==> src/rtl/counter_seq_ctrl.sv <==
// Sequencer that drives the enable/clear of an external up-counter and
// detects its terminal count, running one-shot or periodic (auto-reload) sequences.
module counter_seq_ctrl #(
    parameter int BW    = 3,
    parameter int RPT_W = 4
) (
    input  logic             clk_i,
    input  logic             rst_ni,
    input  logic             start_i,
    input  logic             stop_i,
    input  logic             mode_i,
    input  logic [BW-1:0]    limit_i,
    input  logic [RPT_W-1:0] repeat_i,
    input  logic [BW-1:0]    counter_val_i,
    output logic             cnt_en_o,
    output logic             cnt_clr_o,
    output logic             busy_o,
    output logic             tick_o,
    output logic             done_o,
    output logic [RPT_W-1:0] period_cnt_o
);

    typedef enum logic [1:0] {
        IDLE  = 2'd0,
        CLEAR = 2'd1,
        RUN   = 2'd2,
        DONE  = 2'd3
    } state_t;

    state_t           state;
    logic [BW-1:0]    limit_q;
    logic             mode_q;
    logic [RPT_W-1:0] repeat_q;
    logic [RPT_W-1:0] period_cnt;

    logic match;
    logic last_period;

    // A match ends the sequence in one-shot mode, or when the finite repeat count is reached.
    function automatic logic is_last_period(input logic             mode,
                                            input logic [RPT_W-1:0] rpt,
                                            input logic [RPT_W-1:0] pcnt);
        logic [RPT_W-1:0] next_pcnt;
        next_pcnt = pcnt + 1'b1;
        return !mode || ((rpt != '0) && (next_pcnt == rpt));
    endfunction

    assign match       = (counter_val_i == limit_q);
    assign last_period = is_last_period(mode_q, repeat_q, period_cnt);

    always_ff @(posedge clk_i or negedge rst_ni) begin
        if (!rst_ni) begin
            state      <= IDLE;
            limit_q    <= '0;
            mode_q     <= 1'b0;
            repeat_q   <= '0;
            period_cnt <= '0;
        end else begin
            case (state)
                IDLE: begin
                    if (start_i && !stop_i) begin
                        limit_q    <= limit_i;
                        mode_q     <= mode_i;
                        repeat_q   <= repeat_i;
                        period_cnt <= '0;
                        state      <= CLEAR;
                    end
                end
                CLEAR: begin
                    state <= stop_i ? IDLE : RUN;
                end
                RUN: begin
                    if (stop_i) begin
                        state <= IDLE;
                    end else if (match) begin
                        period_cnt <= period_cnt + 1'b1;
                        if (last_period) begin
                            state <= DONE;
                        end
                    end
                end
                DONE: begin
                    state <= IDLE;
                end
                default: state <= IDLE;
            endcase
        end
    end

    // Outputs decode the registered state; stop masks every RUN action in the same cycle.
    always_comb begin
        cnt_en_o  = 1'b0;
        cnt_clr_o = 1'b0;
        busy_o    = 1'b0;
        tick_o    = 1'b0;
        done_o    = 1'b0;
        case (state)
            CLEAR: begin
                busy_o    = 1'b1;
                cnt_clr_o = 1'b1;
            end
            RUN: begin
                busy_o = 1'b1;
                if (!stop_i) begin
                    cnt_en_o  = !match;
                    tick_o    = match;
                    cnt_clr_o = match && !last_period;
                end
            end
            DONE: begin
                done_o = 1'b1;
            end
            default: ;
        endcase
    end

    assign period_cnt_o = period_cnt;

endmodule

==> config.mk <==
export PLATFORM = sky130hd
export DESIGN_NAME = counter_seq_ctrl
export DESIGN_NICKNAME = d
export VERILOG_FILES = /design/src/rtl/counter_seq_ctrl.sv
export SDC_FILE = /design/constraint.sdc
export NUM_CORES = 1
export LEC_CHECK = 0
export CAP_MARGIN = 20
export CORE_AREA = 4 4 63 65
export DETAILED_ROUTE_END_ITERATION = 8
export DIE_AREA = 0 0 67 69
export PLACE_DENSITY = 0.51
export SLEW_MARGIN = 30
export SYNTH_ARGS = -nofsm -noshare
export SYNTH_HDL_FRONTEND = slang
export SYNTH_SLANG_ARGS = --single-unit
==> constraint.sdc <==
create_clock -name clk_i -period 2.4 [get_ports clk_i]
set_clock_uncertainty 0.05 [all_clocks]
set_input_delay 0.48 -clock clk_i [delete_from_list [all_inputs] [get_ports clk_i]]
set_output_delay 0.48 -clock clk_i [all_outputs]
set_load 0.02 [all_outputs]
Yosys cells after proc, flatten, opt, wreduce, memory -nomap -nowiden
Index checks and enable logic that the tools add are counted.
Operators by class
  add/sub/neg operators: 1
  equality and inequality tests: 10
  mux-type cells: 18
  reductions and logical operators: 15
Operators with widths (count)
  two-way mux 4 bit: 3
  two-way mux 2 bit: 5
  one-hot mux 2 bit (4 select lines): 1
  one-hot mux 4 bit (2 select lines): 1
  two-way mux 1 bit: 7
  inequality test 2 bit, second input constant: 3
  inequality test 3 bit, second input constant: 2
  adder 4 x 1 -> 4 bit, second input constant: 1
  == test 2 bit, second input constant: 2
  == test 4 bit: 1
  zero test 1 bit: 4
  AND reduction 4 bit: 1
  nonzero test 4 bit: 1
  == test 3 bit: 1
  logical AND 1 bit: 3
  AND reduction 3 bit: 1
  == test 2 x 1 -> 1 bit, second input constant: 1
  zero test 2 bit: 1
  one-hot mux 1 bit (2 select lines): 1
  AND reduction 2 bit: 1
  nonzero test 2 bit: 1
  OR reduction 2 bit: 1
  logical OR 1 bit: 1
Storage, ports and cells
  flip-flop bits (word level): 14
  input bits: 15
  output and inout bits: 9
  word-level logic and storage cells: 49

Longest topological paths before layout
  depth after elaboration: 8
  mapped depth: 7
  depth with buffers taken out: 7

Least setup slack after synthesis
OpenSTA, ideal clock, no wires.
  kind: reg2out
  start point: reg period_cnt[0], in the netlist period_cnt_o[0]
  end point: out cnt_clr_o
  arrival time: 1851 ps
  required time: 1870 ps
  slack: 19 ps
  cell stages (with the launch flop): 7
  path buffers: 0
  cells stage by stage: dfrtp_1 ha_1 nor3_1 nor2_1 mux2i_1 o21ai_0 o21ai_0
Between the ends
  cells in the longest elaborated chain, start to end: 8
RTL lines
  start, declared: RTL line 34  | logic [RPT_W-1:0] period_cnt;
  start signal, assigned: RTL line 76  | period_cnt <= period_cnt + 1'b1;
  adder 4 x 1 -> 4 bit: RTL line 44  | next_pcnt = pcnt + 1'b1;
  == test 4 bit: RTL line 45  | return !mode || ((rpt != '0) && (next_pcnt == rpt));
  logical AND 1 bit: RTL line 45
  logical OR 1 bit: RTL line 45
  zero test 1 bit: RTL line 107  | cnt_clr_o = match && !last_period;
  logical AND 1 bit: RTL line 107
  two-way mux 1 bit: RTL line 104  | if (!stop_i) begin
  one-hot mux 1 bit (2 select lines): RTL line 97  | case (state)
  end, declared: RTL line 16  | output logic cnt_clr_o,
Every way passes these cells.

Worst setup path in the final report
  start point: reg period_cnt[1], in the netlist period_cnt_o[1]
  end point: out cnt_clr_o
Same word-level chain as after synthesis.

==> impl_results.md <==
* Setup crit end kind: output pin
* GP Congestion at 0.746
* Post-synthesis sequential area ratio at 42.2%
* Worst slew margin at 57.7%
* Post-Route Utilization at 39.1%
* # setup viols final at 0
* Min Tclk post-route at 2.30 ns
* Int Pwr at 671 uW
* FF-to-FF setup slack at 0.54 ns
* Final Hold Violating Endpoints at 0
* Clock insertion delay at the later pin of the skew report at 0.27 ns
* Leakage at 0.000565 uW
* Synth-to-layout area growth at 57.2%
* CP max FO at 2
* Total grt overflow at 0
* Clock power frac at 11.9%
* Vias per cell at 4.36
* Io pins at 24
* Worst Hold Class: flop to flop
* WHS at 0.488 ns
* Max cap viols at 0
* Max clock buf depth at 2
* CTS tree: yes
* Crit path top cell by count: o21ai_2
* Dpl hpwl at 1.52 mm
* Hold path depth at 1
* Hold path startpoint: limit_q[1]
* Crit path cell chain: buf_4, nand3_2, xor2_2, mux2i_1, o21ai_2, o21ai_2, buf_6
* # rows at 21
* Die width at 67 um
* Netlist Area Pre-Place at 830 um^2
* Initial antenna violation count at 0
* #FFs+latches synth at 14
* Critical path startpoint category: flop
* Vias in the first global route at 767
* Detailed Route WL at 1.93 mm
* 1st-iter DRT viols at 23
* First-pass GRT wire length at 3.35 mm
* Wirelength per Cell at 11.6 um
* Share of cells above drive strength 1 at 33.9%
* VDD IR max at 361 uV
* Power Dens Cells at 815 nW/um^2
* Flop pwr share at 36.5%
* CTS buffer count at 3
* Ant diodes at 0
* Die area at 4620 um^2
* Slew @ Worst Pin at 0.632 ns
* Num Clock Sinks at 14
* Slew Limit Fails at 0
* Crit path max-delay cell type: dfrtp_1
* DRC violations left at 0
* Die Y at 69 um
* Hold Path End: limit_q[1]
* Post-Synthesis Cells at 79
* Outcome: finished clean
* Root buffer cell: clkbuf_4
* PnR worst setup slack at 0.104 ns
* Syn_area_per_cell at 10.5 um^2
* Psw at 391 uW
* CP peak stage delay at 0.40 ns
* Setup WS pre-CTS at -0.320 ns
* Worst endpoint required time at 1.87 ns
* Arr. time, crit path at 1.77 ns
* Starting Density at 24.9%
* Tot GR Track Use at 8.86%
* Post-Syn Nets at 99
* Combinational power share at 51.7%
* Yosys warns at 0
* Setup tns final at 0 ns
* DR vias at 728
* Clk pin slew, worst setup/hold paths at 0.08 ns
* Fmax at 436 MHz
* R2R Path End: period_cnt_o[2]
* Port Buf Inserts at 23
* Final worst-path cycle share at 95.6%
* Core Footprint at 3340 um^2
* Leading cell types in the layout, fill and taps excluded: 20 x clkdlybuf4s50_1, 16 x buf_4, 14 x dfrtp_1, 8 x nand2_1, 8 x mux2_2
* Yosys cell types at 27
* Hold Buf Count CTS at 0
* H-tree depth at 1
* Commonest non-fill, non-tap cell in the layout: clkdlybuf4s50_1
* Pin count of the biggest net entering global routing at 15
* DR pass1 iterations at 4
* Critical path class: flop to output pin
* DRT antenna net count at 0
* Worst Reg2Reg Path Length in Cells at 6
* Nets@finish at 143
* Worst r2r src: state[1]
* Switching Fraction at 36.8%
==> per-layer routing <==
metal	vias to the layer above	share of wire, %	global-route usage (%)
met1	336	50	12.0
met4	0	0.98	3.38
li1	365	-	-
met2	23	43	13.6
met3	4	5.8	1.79
met5	-	0	0
==> cell usage after synthesis <==
| master | n | area, um^2 |
|---|---|---|
| nand2_1 | 8 | 30.0 |
| nand2b_1 | 1 | 6.26 |
| xnor2_1 | 5 | 43.8 |
| nor4_1 | 1 | 6.26 |
| or3_1 | 1 | 6.26 |
| nor3_1 | 1 | 5.00 |
| o22a_1 | 1 | 8.76 |
| ha_1 | 5 | 62.6 |
| inv_1 | 3 | 11.3 |
| a2111o_1 | 1 | 11.3 |
| o31a_1 | 1 | 8.76 |
| a211oi_1 | 1 | 7.51 |
| nand3_2 | 1 | 10.0 |
| a21oi_1 | 2 | 10.0 |
| dfrtp_1 | 14 | 350 |
| and2b_2 | 1 | 8.76 |
| o21ai_0 | 6 | 30.0 |
| nor2_1 | 3 | 11.3 |
| o211ai_1 | 1 | 7.51 |
| mux2_2 | 8 | 90.1 |
| and2_2 | 1 | 7.51 |
| a31o_2 | 1 | 8.76 |
| o21ai_1 | 2 | 10.0 |
| nand3_1 | 3 | 15.0 |
| nor2b_1 | 1 | 6.26 |
| mux2i_1 | 3 | 30.0 |
| xor2_1 | 3 | 26.3 |
==> critical path, delay by kind of cell (launching register included) <==
| family | cells | cell delay (ns) |
|---|---|---|
| flops | 1 | 0.40 |
| mux | 1 | 0.29 |
| buf+inv | 2 | 0.27 |
| compound gates | 2 | 0.23 |
| simple gates | 1 | 0.10 |
| xor+xnor | 1 | 0.21 |
==> stage by stage <==
stage	total power, uW	cell area [um^2]	instances
2_1_floorplan	715	830	79
3_3_place_gp	899	1240	164
3_5_place_dp	904	1240	164
4_1_cts	1030	1260	167
5_1_grt	1150	1300	167
6_report	1060	1300	167
==> layout make-up <==
class | count | area, um^2
Fill cell | 364 | 2030
Multi-Input combinational cell | 62 | 515
Sequential cell | 14 | 350
Timing Repair Buffer | 39 | 347
Tap cell | 46 | 57.6
Clock buffer | 3 | 22.5
Inverter | 3 | 11.3
==> what timing repair did <==
| action | 4_1_cts | 5_1_grt |
|---|---|---|
| resized for setup | 9 | 13 |
| pin swaps | 0 | 3 |
| endpoints found under the setup margin | 3 | 3 |
| setup buffers | 0 | 0 |
==> flip-flops by register name, summed over array words and instances (netlist names) <==
signal,cells
limit_q,3
repeat_q,4
period_cnt_o,4
mode_q,1
state,2
==> worst max-delay path by stage <==
stage                           from  depth (start not counted)  slack (ns)        end
floorplan            period_cnt_o[0]                          6        0.02  cnt_clr_o
global placement    counter_val_i[1]                          7       -0.31  cnt_clr_o
detailed placement  counter_val_i[1]                          7       -0.32  cnt_clr_o
CTS                  period_cnt_o[0]                          7       -0.01  cnt_clr_o
global route         period_cnt_o[1]                          7       -0.04  cnt_clr_o
finish               period_cnt_o[1]                          7        0.10  cnt_clr_o
==> logic make-up after synthesis <==
group,after synthesis,synth area share [%]
AND/OR/NAND/NOR,22,13.6
adder cells (fa/ha/maj),5,7.54
buffers and inverters,3,1.36
AO/OA/AOI/OAI,16,12.4
multiplexers,11,14.5
flip-flops,14,42.2
XOR/XNOR,8,8.45
==> power by group through the flow <==
stage               sequential (uW)  clock (uW)  combinational [uW]
floorplan                       380           0                 335
global placement                383           0                 516
detailed placement              383           0                 521
CTS                             381         134                 519
global route                    400         150                 603
finish                          387         126                 549
No activity file was read; power rests on OpenSTA's default activity.
